[src/rtl/decoder_seq.sv]
// Registered one-hot decoder with a loadable, bounded up/down index sequencer.
// The index wraps within 0..last and reports wraps and out-of-range loads as one-cycle pulses.
module decoder_seq #(
    parameter int N = 3
) (
    input  logic             clk,
    input  logic             rst,
    input  logic             en,
    input  logic [N-1:0]     in,
    input  logic             load,
    input  logic             step,
    input  logic             dir,
    input  logic [N-1:0]     last,
    output logic [2**N-1:0]  out,
    output logic [N-1:0]     idx,
    output logic             wrap,
    output logic             err
);

    typedef enum logic {
        OFF = 1'b0,
        ON  = 1'b1
    } state_t;

    state_t         state_reg, state_next;
    logic [N-1:0]   idx_reg, idx_next;
    logic           wrap_reg, wrap_next;
    logic           err_reg, err_next;

    always_ff @(posedge clk) begin
        if (rst) begin
            state_reg <= OFF;
            idx_reg   <= '0;
            wrap_reg  <= 1'b0;
            err_reg   <= 1'b0;
        end else begin
            state_reg <= state_next;
            idx_reg   <= idx_next;
            wrap_reg  <= wrap_next;
            err_reg   <= err_next;
        end
    end

    always_comb begin
        state_next = en ? ON : OFF;
        idx_next   = idx_reg;
        wrap_next  = 1'b0;
        err_next   = 1'b0;
        if (load) begin
            // An out-of-range load saturates at the bound rather than being rejected.
            if (in > last) begin
                idx_next = last;
                err_next = 1'b1;
            end else begin
                idx_next = in;
            end
        end else if (step && en) begin
            if (!dir) begin
                // >= also catches a bound that was lowered beneath the current index.
                if (idx_reg >= last) begin
                    idx_next  = '0;
                    wrap_next = 1'b1;
                end else begin
                    idx_next = idx_reg + N'(1);
                end
            end else begin
                if (idx_reg == '0) begin
                    idx_next  = last;
                    wrap_next = 1'b1;
                end else if (idx_reg > last) begin
                    idx_next = last;
                end else begin
                    idx_next = idx_reg - N'(1);
                end
            end
        end
    end

    // Each bit is decoded purely from flops, so out only changes at clock edges.
    generate
        for (genvar gi = 0; gi < 2**N; gi++) begin : g_out
            assign out[gi] = (state_reg == ON) && (idx_reg == N'(gi));
        end
    endgenerate

    assign idx  = idx_reg;
    assign wrap = wrap_reg;
    assign err  = err_reg;

endmodule

[config.mk]
export PLATFORM = sky130hd
export DESIGN_NAME = decoder_seq
export DESIGN_NICKNAME = d
export VERILOG_FILES = /design/src/rtl/decoder_seq.sv
export SDC_FILE = /design/constraint.sdc
export NUM_CORES = 1
export LEC_CHECK = 0
export CAP_MARGIN = 20
export CORE_ASPECT_RATIO = 0.8
export CORE_MARGIN = 10
export CORE_UTILIZATION = 34
export CTS_BUF_LIST = sky130_fd_sc_hd__clkbuf_8 sky130_fd_sc_hd__clkbuf_16
export CTS_CLUSTER_DIAMETER = 50
export DETAILED_ROUTE_END_ITERATION = 10
export PLACE_DENSITY = 0.61
export SLEW_MARGIN = 20
export SYNTH_ARGS = -nofsm -noshare
export SYNTH_HDL_FRONTEND = slang
export SYNTH_SLANG_ARGS = --single-unit
[constraint.sdc]
create_clock -name clk -period 2.3 [get_ports clk]
set_clock_uncertainty 0.2 [all_clocks]
set_input_delay 0.23 -clock clk [delete_from_list [all_inputs] [get_ports clk]]
set_output_delay 0.23 -clock clk [all_outputs]
set_load 0.1 [all_outputs]
# Word level (Yosys, flattened, before mapping)
# Cells that the tools add are included.
[word_totals] regBits=6 input_bits=12 out_inout_bits=13 word_cells=43
[classes] addsub=2 order_cmp=3 n_eq_ne=7 muxes=12 bitwise=2 reduce_logical=13
[ops] cell="two-way mux 3 bit" n=7
[ops] cell="equality test 3 bit, second input constant" n=4
[ops] cell="logical AND 1 bit" n=9
[ops] cell="equality test 3 x 2 -> 1 bit, second input constant" n=2
[ops] cell="greater-than comparator 3 bit" n=2
[ops] cell="two-way mux 1 bit" n=5
[ops] cell="adder 3 x 1 -> 3 bit, second input constant" n=1
[ops] cell="equality test 3 x 1 -> 1 bit, second input constant" n=1
[ops] cell="greater-or-equal comparator 3 bit" n=1
[ops] cell="zero test 3 bit" n=1
[ops] cell="OR reduction 3 bit" n=1
[ops] cell="subtractor 3 x 1 -> 3 bit, second input constant" n=1
[ops] cell="inverter 1 bit" n=2
[ops] cell="nonzero test 2 bit" n=1
[ops] cell="OR reduction 2 bit" n=1

# Logic depth before layout (Yosys ltp)
[depth] word_depth=6 depth_mapped=7 depth_no_buf=7

# Least setup slack after synthesis
# No wires, ideal clock.
[synth_timing] path_kind="flip-flop to flip-flop" from="reg idx_reg[0], in the netlist idx[0]" to="reg idx_reg[1], in the netlist idx[1]" setup_ps=86 t_arrival_ps=2519 required_ps=2014 slack_ps=-505 path_stages_with_launch=8 n_path_buf=0 period_less_slack_ps=2805 cell_sequence="dfxtp_1 -> inv_1 -> ha_1 -> and3_1 -> a21oi_2 -> or3_1 -> a21o_1 -> a221oi_2"
[synth_between] elab_chain_len=6 word_cells_on_any_way=11 classes_between="2 x add/sub; 2 x order compare; 6 x mux; 1 x reduce/logical"
[synth_lines] item="from (decl)" line_no="26" rtl="logic [N-1:0] idx_reg, idx_next;"
[synth_lines] item="from (signal assigned)" line_no="38" rtl="idx_reg <= idx_next;"
[synth_lines] item="subtractor 3 x 1 -> 3 bit / greater-than comparator 3 bit (equally long branches)" line_no="73, 70"
[synth_lines] item="two-way mux 3 bit" line_no="70" rtl="end else if (idx_reg > last) begin"
[synth_lines] item="two-way mux 3 bit" line_no="67" rtl="if (idx_reg == '0) begin"
[synth_lines] item="two-way mux 3 bit *" line_no="58" rtl="if (!dir) begin"
[synth_lines] item="two-way mux 3 bit *" line_no="57" rtl="end else if (step && en) begin"
[synth_lines] item="two-way mux 3 bit *" line_no="49" rtl="if (load) begin"
# Mark *: on every way between the ends. The rest lies on a longest branch, timed or not. The select of a mux whose other input is x is not followed.
# A chain may end at the register's enable or synchronous reset.

# Final worst setup path
[layout_timing] from="in last[1]" to="reg idx_reg[1], in the netlist idx[1]"
[layout_between] elab_chain_len=6 word_cells_on_any_way=10 classes_between="3 x order compare; 7 x mux"
[layout_lines] item="from (decl)" line_no="13" rtl="input logic [N-1:0] last,"
[layout_lines] item="greater-than comparator 3 bit" line_no="70"
[layout_lines] item="two-way mux 3 bit" line_no="70"
[layout_lines] item="two-way mux 3 bit" line_no="67"
[layout_lines] item="two-way mux 3 bit" line_no="58"
[layout_lines] item="two-way mux 3 bit" line_no="57"
[layout_lines] item="two-way mux 3 bit *" line_no="49"
# Marks and branches as above.

==> run metrics <==
outcome=finished, final reports clean; Tcrit/Tclk final=0.965; Synth Cell Area=between 700 and 800 um2; Worst setup EP type=flip-flop; post-synth top area share=0.212; PD cells=between 400 and 500 nW/um2; Final Hold Fails=0; Slew Limit Fails=0; proportion of layout cells with a drive suffix above 1=0.338; Total Power=between 0.6 and 0.7 mW; Worst Path Arrival=2.15 ns; total I/O pin count=25; area grow syn2layout=71.9%; synth top area cells=ha_1 (21%), dfxtp_1 (16%), and3_1 (5.7%); main combinational cell family by area after synthesis=compound AO/OA/AOI/OAI gates; die area=roughly 4600 um2; number of global-route vias before repair=around 900; class of the worst hold path=input pin to flip-flop; CTS Root Cell=clkbuf_8; pre-CTS setup slack=-0.229 ns; post-route DRC violation count=0; initial drt markers=20; Final min period=roughly 2.2 ns; Post-DP HPWL=approximately 2000 um; Max VDD drop=a little over 0.0003 V; post-synthesis cell count=92; asr flop ratio synth=0; sequential power share=0.199; routability cong.=about 0.76; TritonCTS clock tree=done; setup bufs post-CTS=0; Vias per Instance=between 5 and 6; dpl cells=about 150; Routed Wire Length=2410 um; worst path cell trace=clkdlybuf4s50_1 -> inv_1 -> ha_1 -> and3_2 -> a21oi_4 -> or3_1 -> a21o_1 -> a221oi_2; first-pass GRT wire length=approximately 3800 um; Post-synth EDFFs=0; worst reg-to-reg setup slack=around 0.2 ns; Crit-path slowest cell=clkdlybuf4s50_1; P_sw=~0.27 mW; Logic pwr share=0.546; DP Area=1220 um2; most frequent cells in the layout=buf_4 (19), ha_1 (12), clkdlybuf4s50_1 (11); setup violators final=0; Post-Layout Inst Area=roughly 1300 um2; Vert. Die Dim=around 62 um; Required @ worst endpoint=~2.2 ns; RSZ-0062 raised after global routing=yes; setup TNS=0 ns; Ys Warns=0; most common cell after layout, fill and taps aside=buf_4; drt pass-1 iters=4; clock share of power=0.256; Num CTS Buffers=3; Adder-Cell Fraction of Synth Area=0.212; R2R cell count=7; CP Max Fanout=6; Synth Area in Simple Gates=0.253; Port Buffers=24; grt ovf=0; non-filler cells in the finished layout=between 150 and 200; Tot GR Track Use=0.100; Syn Area/Cell=8.32 um2; fill count=approximately 190; mux cell area share after synthesis=0.0261; Syn Nets=~120; nets=between 150 and 200; critical path class=input pin to flip-flop; Top FF cell, synth=dfxtp_1; Achievable Freq=between 400 and 500 MHz; Die Width=between 70 and 80 um; Max-slew headroom=0.725; vias post-DR=855; core area=roughly 2200 um2; post-synthesis compound-gate area fraction=0.312; Min Hold Slack=approximately 0.42 ns; Core Util, Final=0.610; Largest register FFs=3; Synth area leader=ha_1; Clk Latency, worst-skew pair=between 0.2 and 0.25 ns; leakage=roughly 0.6 nW; Least-Margin Pin Slew=between 0.4 and 0.5 ns; XOR/XNOR Fraction of Synth Area=0; TritonCTS sink count=6; worst hold stages=2; Worst-path clk slew=0.04 ns; largest net degree at the start of global routing=10; Sw Share=0.413; antenna violations before repair=0; Yosys reg bits=6; ANT cells=0; Final Worst Setup Slack=~0.081 ns; P_int=roughly 0.38 mW; CP Launch Type=input pin; Final ANT Viol Nets=0; maxcap violations=0; Worst path max stage delay=0.47 ns; sequential fraction of the synthesis area=0.157; Clock Tree Buf Depth=2; Rows=15; Synth cell types=34; Initial Util=0.355; Wirelength per Cell=roughly 15 um; H-Tree Depth=1
==> cells in the mapped netlist (2+ instances only) <==
library cell   n
o31ai_1        2
nor2b_1        3
o311a_1        2
a211oi_1       3
a211o_1        2
nand3_1        3
nand2b_1       2
a21oi_2        2
nand2_1        3
nor4b_1        2
and2_1         5
ha_1          13
a21oi_1        4
a21o_1         3
and3_1         7
o21ai_0        5
nor2_1         2
dfxtp_1        6
mux2i_1        2
inv_1          7
==> final timing paths <==
check | from | end
max | last[1] | idx[1]
min reg2reg | idx[1] | idx[1]
max reg2reg | idx[0] | idx[1]
min | en | state_reg
==> timing repair <==
item | CTS | global route
resized for setup | 0 | 10
hold buffers | 0 | 0
endpoints found under the setup margin | 0 | 4
==> critical path: cells and delay by family <==
kind | cells | cell delay [ns]
buffers and inverters | 2 | 0.55
AND/OR/NAND/NOR | 2 | 0.54
AO/OA/AOI/OAI | 3 | 0.49
adder cells (fa/ha/maj) | 1 | 0.35
==> cell type report <==
class | count | area [um2] | area share
Timing Repair Buffer | 38 | 413 | 0.314
Tap cell | 25 | 31.3 | 0.0238
Clock buffer | 3 | 41.3 | 0.0314
Inverter | 7 | 26.3 | 0.0200
Multi-Input combinational cell | 78 | 669 | 0.509
Clock inverter | 1 | 3.75 | 0.00285
Sequential cell | 6 | 131 | 0.0998
==> power groups by stage <==
| stage | logic, mW | clock network [mW] | registers (mW) |
|---|---|---|---|
| after global routing | 0.376 | 0.176 | 0.129 |
| final | 0.350 | 0.164 | 0.128 |
| after detailed placement | 0.328 | 0 | 0.128 |
| after CTS | 0.328 | 0.168 | 0.127 |
| after global placement | 0.320 | 0 | 0.128 |
| after floorplan | 0.160 | 0 | 0.174 |
==> metal layers <==
metal | global-route usage | wire, um
met3 | 0.0476 | 178
met4 | 0.0237 | 0
met5 | 0 | 0
met1 | 0.115 | 1100
met2 | 0.161 | 1130
==> cell families after synthesis <==
kind of cell / after synthesis
AND/OR/NAND/NOR: 32
AO/OA/AOI/OAI: 31
adder cells (fa/ha/maj): 13
buffers and inverters: 8
flip-flops: 6
multiplexers: 2
No activity file was read; power rests on OpenSTA's default activity.
